### src/rtl/regbank_wb_arbiter.sv
// Write-port arbiter for the register bank: picks ALU or load writeback, then
// drives split address/data write phases and a per-register in-flight scoreboard.
module regbank_wb_arbiter #(
   parameter int DATA_W        = 8,
   parameter int ADDR_W        = 3,
   parameter int NUM_REGS      = 8,
   parameter int PRIORITY_MODE = 0
) (
   input  logic                i_CLK,
   input  logic                i_RST,
   input  logic                i_Hold,
   input  logic                i_AluValid,
   input  logic [ADDR_W-1:0]   i_AluAddr,
   input  logic [DATA_W-1:0]   i_AluData,
   output logic                o_AluReady,
   input  logic                i_MemValid,
   input  logic [ADDR_W-1:0]   i_MemAddr,
   input  logic [DATA_W-1:0]   i_MemData,
   output logic                o_MemReady,
   output logic                o_WriteBack,
   output logic [ADDR_W-1:0]   o_AddrRegDest,
   output logic [DATA_W-1:0]   o_WriteData,
   output logic [NUM_REGS-1:0] o_Busy,
   output logic [7:0]          o_ConflictCnt
);

   typedef struct packed {
      logic [ADDR_W-1:0] addr;
      logic [DATA_W-1:0] data;
   } wreq_t;

   logic                alu_win, alu_gnt, mem_gnt;
   logic [1:0]          vld_pipe_q;    // [0] address phase, [1] data phase
   wreq_t               a_q, a_d;
   logic [ADDR_W-1:0]   b_addr_q;
   logic [DATA_W-1:0]   wdata_q;
   logic                alu_pri_q;     // round-robin pointer: 1 = ALU wins a tie
   logic [7:0]          cnt_q, cnt_d;
   logic [NUM_REGS-1:0] busy;

   always_comb begin
      alu_win = (PRIORITY_MODE != 0) || alu_pri_q;
      alu_gnt = !i_Hold && i_AluValid && (!i_MemValid || alu_win);
      mem_gnt = !i_Hold && i_MemValid && (!i_AluValid || !alu_win);
      a_d = a_q;
      if (alu_gnt)
         a_d = '{addr: i_AluAddr, data: i_AluData};
      else if (mem_gnt)
         a_d = '{addr: i_MemAddr, data: i_MemData};
   end

   always_comb begin
      cnt_d = cnt_q;
      if (i_AluValid && i_MemValid && !i_Hold && cnt_q != 8'hFF)
         cnt_d = cnt_q + 8'd1;
   end

   always_ff @(posedge i_CLK or posedge i_RST) begin
      if (i_RST) begin
         vld_pipe_q <= '0;
         a_q        <= '0;
         b_addr_q   <= '0;
         wdata_q    <= '0;
         alu_pri_q  <= 1'b1;
         cnt_q      <= '0;
      end else begin
         vld_pipe_q <= {vld_pipe_q[0], alu_gnt | mem_gnt};
         a_q        <= a_d;
         cnt_q      <= cnt_d;
         // data phase follows the address phase by one cycle; data holds when idle
         if (vld_pipe_q[0]) begin
            b_addr_q <= a_q.addr;
            wdata_q  <= a_q.data;
         end
         if (alu_gnt)
            alu_pri_q <= 1'b0;
         else if (mem_gnt)
            alu_pri_q <= 1'b1;
      end
   end

   always_comb begin
      busy = '0;
      if (vld_pipe_q[0]) busy[a_q.addr] = 1'b1;
      if (vld_pipe_q[1]) busy[b_addr_q] = 1'b1;
   end

   assign o_AluReady    = alu_gnt;
   assign o_MemReady    = mem_gnt;
   assign o_WriteBack   = vld_pipe_q[0];
   assign o_AddrRegDest = a_q.addr;
   assign o_WriteData   = wdata_q;
   assign o_Busy        = busy;
   assign o_ConflictCnt = cnt_q;

endmodule
### config.mk
export PLATFORM = sky130hd
export DESIGN_NAME = regbank_wb_arbiter
export DESIGN_NICKNAME = d
export VERILOG_FILES = /design/src/rtl/regbank_wb_arbiter.sv
export SDC_FILE = /design/constraint.sdc
export NUM_CORES = 1
export LEC_CHECK = 0
export CORE_ASPECT_RATIO = 1.75
export CORE_MARGIN = 2
export CORE_UTILIZATION = 47
export CTS_CLUSTER_DIAMETER = 40
export DETAILED_ROUTE_END_ITERATION = 7
export MAX_ROUTING_LAYER = met4
export PLACE_DENSITY = 0.84
export SLEW_MARGIN = 10
export SYNTH_ARGS = -nofsm -noshare
export SYNTH_HDL_FRONTEND = slang
export SYNTH_SLANG_ARGS = --single-unit
export TNS_END_PERCENT = 5
### constraint.sdc
create_clock -name i_CLK -period 4.2 [get_ports i_CLK]
set_input_delay 0.84 -clock i_CLK [delete_from_list [all_inputs] [get_ports i_CLK]]
set_output_delay 0.84 -clock i_CLK [all_outputs]
set_load 0.1 [all_outputs]
== Word-level counts from Yosys, hierarchy flattened ==
Index checks and enable logic that the tools add are counted.
Operators by class
  eq/ne operators: 1
  bitwise gates (word level): 2
  reductions and logical operators: 16
  $add $sub $neg: 1
  $lt $le $gt $ge: 4
  mux-type cells: 10
Operator list (number)
  11-bit two-way mux: 2
  8-bit two-way mux: 2
  1-bit logical AND: 9
  8-bit by 1-bit adder with 8-bit output, second input constant: 1
  3-bit by 4-bit < comparator with 1-bit output, second input constant: 2
  8-bit != test, second input constant: 1
  8-bit OR: 1
  1-bit demux with 3-bit select: 2
  3-bit by 1-bit greater-or-equal comparator with 1-bit output, second input constant: 2
  1-bit logical NOT: 4
  1-bit two-way mux: 4
  1-bit logical OR: 2
  2-bit nonzero test: 1
  1-bit OR: 1
Storage, ports and cells
  output and inout bits: 30
  input bits: 27
  flip-flop bits (word level): 33
  word-level logic and storage cells: 41

== Depth between registers and ports, before layout ==
  depth in word-level cells: 7
  gate-level depth with buffers: 6
  mapped depth without buffers: 5

== Worst setup path before layout ==
No wires, ideal clock.
  path type: register -> output
  from: register vld_pipe_q[0]
  to: output port o_Busy[1]
  path slack: -0.185 ns
  cell stages (with the launch flop): 3
  arrival: 3.545 ns
  path buffers: 0
  required time: 3.360 ns
  cells stage by stage: dfrtp_1 nand2_1 o32ai_1
Between the ends
  longest elaborated chain between the ends: 3
Ends and longest elaborated chain
  start: declaration: RTL line 33  | logic [1:0] vld_pipe_q;
  start signal: assignment: RTL line 67  | vld_pipe_q <= {vld_pipe_q[0], alu_gnt | mem_gnt};
  8-bit two-way mux (*): RTL line 84  | if (vld_pipe_q[0]) busy[a_q.addr] = 1'b1;
  8-bit OR (no line)
  8-bit two-way mux (*): RTL line 85  | if (vld_pipe_q[1]) busy[b_addr_q] = 1'b1;
  end: declaration: RTL line 23  | output logic [NUM_REGS-1:0] o_Busy,
Mark *: on every way between the ends. The rest lies on a longest branch, timed or not.

== Final worst setup path ==
  from: input port i_MemValid
  to: output port o_MemReady
Between the ends
  longest elaborated chain between the ends: 2
Ends and longest elaborated chain
  start: declaration: RTL line 16  | input logic i_MemValid,
  1-bit logical AND (2 in a row): RTL line 44  | mem_gnt = !i_Hold && i_MemValid && (!i_AluValid || !alu_win);
  end: declaration: RTL line 19  | output logic o_MemReady,
No other way between the ends.

==> summary.md <==
| Metric | Value |
|---|---|
| Run status | `finished, final reports clean` |
| Die W | `roughly 48 um` |
| Worst Path Required | `between 3 and 4 ns` |
| Unrepaired setup endpoints after global routing | `no` |
| Share of layout cells above drive strength 1 | `20.5%` |
| Max Fclk | `318 MHz` |
| # nets final | `227` |
| Synth Area in Simple Gates | `12.6%` |
| Cell area after synthesis | `0.00158 mm^2` |
| CTS Root Cell | `clkbuf_8` |
| Drt drc | `0` |
| CP Launch Type | `primary input` |
| CTS Hold Buffers Added | `0` |
| First-pass GRT wire length | `a little over 6000 um` |
| Final hold vios | `0` |
| DRT iter0 DRCs | `22` |
| Vias in the first global route | `roughly 1400` |
| Fin crit share | `roughly 75%` |
| Largest family of logic cells by synthesized area | `multiplexers` |
| Post-CTS Repair Setup Buffers | `0` |
| CTS clk-pin slew, worst paths | `around 0.07 ns` |
| Utilization after layout | `70.4%` |
| Critical path endpoint category | `output port` |
| Core footprint | `0.00318 mm^2` |
| Post-Layout Inst Area | `0.00224 mm^2` |
| Unique masters post-synth | `33` |
| Ports | `57` |
| Final Wtd Congestion | `~0.7` |
| CTS tree | `yes` |
| Crit path DAT | `2.31 ns` |
| Synth Area in XOR/XNOR | `1.66%` |
| DRT Pass-1 Iters | `4` |
| H-tree depth | `2` |
| Diodes inserted | `0` |
| Largest net degree at the start of global routing | `24` |
| LEAKAGE | `around 0.00096 uW` |
| Worst-skew pair later-pin latency | `about 0.29 ns` |
| Adder-cell area share of the yosys netlist | `less than 1%` |
| Detailed Place HPWL | `2880 um` |
| CP max FO | `13` |
| Via/cell ratio | `~5.2` |
| Reg2Reg Depth | `4` |
| Synth Area in Compound Gates | `12.0%` |
| Global route total overflow | `0` |
| Post-DRT Antenna Nets | `0` |
| Clock sink count | `33` |
| Mean area per synthesized cell | `between 10 and 15 um^2` |
| GRT Util Overall | `a little under a quarter` |
| # Max-Cap Violations | `0` |
| Syn Nets | `169` |
| Max stage delay cell, worst path | `clkdlybuf4s50_1` |
| Tmin final | `approximately 3.1 ns` |
| Port bufs | `56` |
| Drt wl/cell | `15.2 um` |
| Via count | `~1300` |
| Clock Path Buffers | `2` |
| Post-Syn Instances | `roughly 140` |
| Worst-margin pin slew | `slightly below 1 ns` |
| Flops & latches, synth | `33` |
| PwrDens | `slightly above 600 mW/mm^2` |
| Worst Hold Path Cells | `2` |
| Initial antenna violation count | `0` |
| Synth-to-Final Area Change | `41.2%` |
| Num CTS Buffers | `5` |
| Worst-path cell chain | `clkdlybuf4s50_1 -> nand2b_1 -> and3_1 -> buf_4 -> nor2_1 -> buf_12` |
| Area after DPL | `0.00215 mm^2` |
| Max transition margin | `around a third` |
| Die height | `80.8 um` |
| Die Area | `approximately 0.0039 mm^2` |
| Mux contribution to synthesized area | `between 15 and 20%` |
| Seq/Total Area, Yosys | `between 50% and 60%` |
| Row count | `27` |
| Ys Warns | `0` |
| Fin Clk Skew | `~0.0038 ns` |
| Max incr delay on CP | `approximately 0.54 ns` |
| Worst VDD drop | `approximately 0.00049 V` |
| CTS-repair resized insts | `0` |
| Total routed wirelength | `about 3700 um` |
| Hold Crit Class | `reg -> reg` |
| Crit path kind | `in -> out` |
| Fin. max-slew vios | `0` |
| Initial core utilization | `about half` |
| Final setup fails | `0` |
metrics by stage:
| stage | power [uW] | instances | hold WS [ns] | setup WS [ns] | setup TNS, ns |
|---|---|---|---|---|---|
| after floorplan | 966 | 141 | 0.450 | -0.160 | -0.160 |
| after global placement | 1120 | 235 | 0.464 | 1.10 | 0 |
| after detailed placement | 1130 | 235 | 0.474 | 1.06 | 0 |
| after CTS | 1370 | 243 | 0.490 | 1.05 | 0 |
| after global routing | 1410 | 243 | 0.500 | 0.943 | 0 |
| final | 1350 | 243 | 0.484 | 1.05 | 0 |
worst paths after layout:
path | startpoint | to | slack (ns)
max in group asynchronous | i_RST | o_WriteData[6]$_DFFE_PP0P_ | 2.71
worst max-delay path | i_MemValid | o_MemReady | 1.05
worst min register to register | a_q[2]$_DFFE_PP0P_ | a_q[2]$_DFFE_PP0P_ | 0.48
worst max register to register | o_ConflictCnt[0]$_DFFE_PP0P_ | o_ConflictCnt[1]$_DFFE_PP0P_ | 2.74
worst min-delay path | a_q[2]$_DFFE_PP0P_ | a_q[2]$_DFFE_PP0P_ | 0.48
min in group asynchronous | i_RST | o_ConflictCnt[0]$_DFFE_PP0P_ | 0.85
metal layers:
metal	vias to the layer above	routed length (um)	global-route usage, %
li1	612	-	-
met1	612	1340	22.2
met2	36	2130	40.8
met3	7	146	6.00
met4	0	74	8.92
met5	-	0	-
final cells by class:
cell class,count,area (um^2)
clock buffer,5,68.8
clock inverter,3,17.5
fill,261,940
inverter,4,15.0
multi-input combinational,96,683
sequential,33,827
tap,43,53.8
timing repair buffer,59,571
cells in the mapped netlist:
cell type / count / area share [%]
a21o_1: 2 / 0.95
a21oi_1: 4 / 1.3
a22o_1: 2 / 1.1
a31oi_1: 1 / 0.40
and3_1: 1 / 0.40
and3b_2: 1 / 0.63
and4_1: 1 / 0.55
buf_2: 2 / 0.63
buf_4: 4 / 1.9
buf_6: 1 / 0.71
buf_8: 1 / 0.95
dfrtp_1: 32 / 51
dfstp_2: 1 / 1.7
ha_1: 1 / 0.79
inv_1: 4 / 0.95
mux2_1: 1 / 0.71
mux2_2: 13 / 9.2
mux2i_1: 9 / 5.7
nand2_1: 19 / 4.5
nand2b_1: 7 / 2.8
nand3_1: 2 / 0.63
nand4_2: 1 / 0.79
nand4b_1: 1 / 0.55
nor2_1: 3 / 0.71
nor3_2: 1 / 0.63
o21ai_0: 2 / 0.63
o21ai_1: 10 / 3.2
o21ai_2: 1 / 0.55
o21bai_1: 1 / 0.47
o22ai_1: 6 / 2.4
o32ai_1: 2 / 1.1
or2_2: 1 / 0.40
xnor2_1: 3 / 1.7
worst max-delay path: cells and delay by family:
kind                   cells  cell delay (ns)
buffers and inverters      3             0.96
and+or+nand+nor            3             0.50
report_power, final:
group          switching, uW  internal, uW
sequential              64.6           382
combinational            500           177
clock                    116           114
total                    680           673
sequential cells by signal, indices dropped and copies added (netlist names):
signal and cells:
vld_pipe_q 2, alu_pri_q 1, b_addr_q 3, o_AddrRegDest 3, o_ConflictCnt 8, o_WriteData 8, a_q 8
cells by family (layout without fill, tap and decap cells):
| logic type | count (synthesis) | after routing |
|---|---|---|
| muxes | 23 | 23 |
| DFF | 33 | 33 |
| buffers and inverters | 12 | 71 |
| xor gates and xnor gates | 3 | 3 |
| adders and majority gates | 1 | 1 |
| and+or+nand+nor | 38 | 38 |
| AOI/OAI and AO/OA | 31 | 31 |
cell usage in the layout (no fill, tap or decap), types with 2 or more instances in the layout:
master           Yosys  layout
mux2_2              13      13
nand3_1              2       2
clkdlybuf4s50_1      0      46
a22o_1               2       2
o21ai_0              2       2
a21o_1               2       2
inv_1                4       4
o21ai_1             10      10
clkbuf_8             0       5
xnor2_1              3       3
dfrtp_1             32      32
buf_4                4      12
nand2b_1             7       7
nor2_1               3       3
a21oi_1              4       4
nand2_1             19      19
mux2i_1              9       9
clkinv_2             0       2
o22ai_1              6       6
No activity file was read; power rests on OpenSTA's default activity.
==> patch (same settings) <==
Make the reset (`i_RST`) synchronous in one clocked block.
--- a/src/rtl/regbank_wb_arbiter.sv
+++ b/src/rtl/regbank_wb_arbiter.sv
@@ -55,7 +55,7 @@
          cnt_d = cnt_q + 8'd1;
    end
 
-   always_ff @(posedge i_CLK or posedge i_RST) begin
+   always_ff @(posedge i_CLK) begin
       if (i_RST) begin
          vld_pipe_q <= '0;
          a_q        <= '0;
Formal check against the unedited RTL: differs if i_RST is asserted again (counterexample within 4 cycles, from zero or initial values and one cycle with i_RST high); with i_RST held inactive, the same outputs for 10 cycles.
==> patch against the original RTL <==
Final area shrank 3.9%. Routed wire length fell by 0.38%. Worst setup slack got worse by 0.0065 ns. Synthesized area down 5.6%. Die area fell by 5.2%. Sequential cell count is the same.
Power is not compared: it rests on default switching activity, and its combinational part moved more than twofold at a synthesized area within 25%.
==> patch: results (changes against the original RTL) <==
Final non-filler cell total - 254 (+4.5%)
Reg2reg start - o_ConflictCnt[0]
Hold path depth - 1 (-1)
Final HPWL DP - 2.751 mm (-4.4%)
Cell Area, Placed - 2047 µm² (-4.8%)
# nets final - 238 (+4.8%)
Maximum vdd drop - 0.2470 mV
Placer Congestion - 0.8005 (+12%)
Cells after synthesis - 155 (+9.9%)
Synth cell count leaders - 33 x dfxtp_1, 22 x mux2i_1, 19 x nor2_1, 11 x o2bb2ai_1, 9 x nand2b_1
Critical path origin - vld_pipe_q[0]
CP endpoint - o_WriteBack
Synth Area in XOR/XNOR - 0.5858% (-1.1 points)
R2R depth - 5 (+1)
Ant. Diodes - 0 (unchanged)
Avg WL per Cell - 14.47 µm (-4.7%)
GR Util met3 - 3.678% (-2.3 points)
Asr flop ratio synth - 0% (-100 points)
Hold Crit Start - a_q[3]
Layout cell share with drive strength beyond 1 - 11.37% (-9.1 points)
Crit path largest cell delay - 1.26 ns (+0.72 ns)
Status - finished, final reports clean
Final Skew - 0.003807 ns (+0.00001482 ns)
CP max FO - 15 (+2)
Met1 Use GR - 23.69% (+1.5 points)
Synth Net Count - 183 (+8.3%)
Slew margin rel. - 33.80% (-0.55 points)
Post-synthesis compound-gate area fraction - 17.24% (+5.2 points)
Drt first pass iters - 4 (unchanged)
Met3 routed WL - 188 µm (+29%)
Fraction of synthesized area in multiplexers - 14.73% (-0.91 points)
Yosys cell types - 37 (+12%)
DRT iter0 DRCs - 28 (+27%)
Largest net degree at the start of global routing - 25 (+4.2%)
M1 wire length - 1.423 mm (+6.0%)
GRT met2 Usage - 40.83% (about the same)
Flop-to-flop setup slack - 2.62 ns (-0.12 ns)
Endpoint, Worst Hold - a_q[3]
Final hold slack - 0.4720 ns (-0.01162 ns)
Seq/Total Area, Yosys - 44.18% (-8.0 points)
WL met2 - 2.028 mm (-4.6%)
Post-Place Worst Slack - 1.237 ns (+0.1789 ns)
RR Endpoint - o_ConflictCnt[4]
GRT Overall Usage - 22.70% (-0.27 points)
Vias/cell - 5.362 (+2.8%)
-- patch: cell count changes after synthesis, moves of 4 or more --
cell	before	now
mux2_2	13	0
o21ai_1	10	0
a21oi_1	4	8
o2bb2ai_1	0	11
mux2i_1	9	22
nor2_1	3	19
dfxtp_1	0	33
nand2_1	19	6
dfrtp_1	32	0
-- patch: cell families after synthesis --
kind of cell	count (synthesis)
muxes	22
adders and majority gates	1
AOI/OAI and AO/OA	36
xor gates and xnor gates	1
buffers and inverters	12
and+or+nand+nor	50
DFF	33
-- patch: cell type report --
cell class	instances	area (µm²)
Timing Repair Buffer	57	555.5
Clock inverter	1	5.005
Sequential cell	33	660.6
Multi-Input combinational cell	110	765.7
Fill cell	273	959.7
Tap cell	43	53.80
Clock buffer	7	96.34
Inverter	3	11.26
-- patch: report_power, final --
group	internal (µW)	leakage, µW	switching, µW
Sequential	325	0.000269	12.3
Combinational	54.2	0.000474	86.1
Clock	148	0.0000542	105
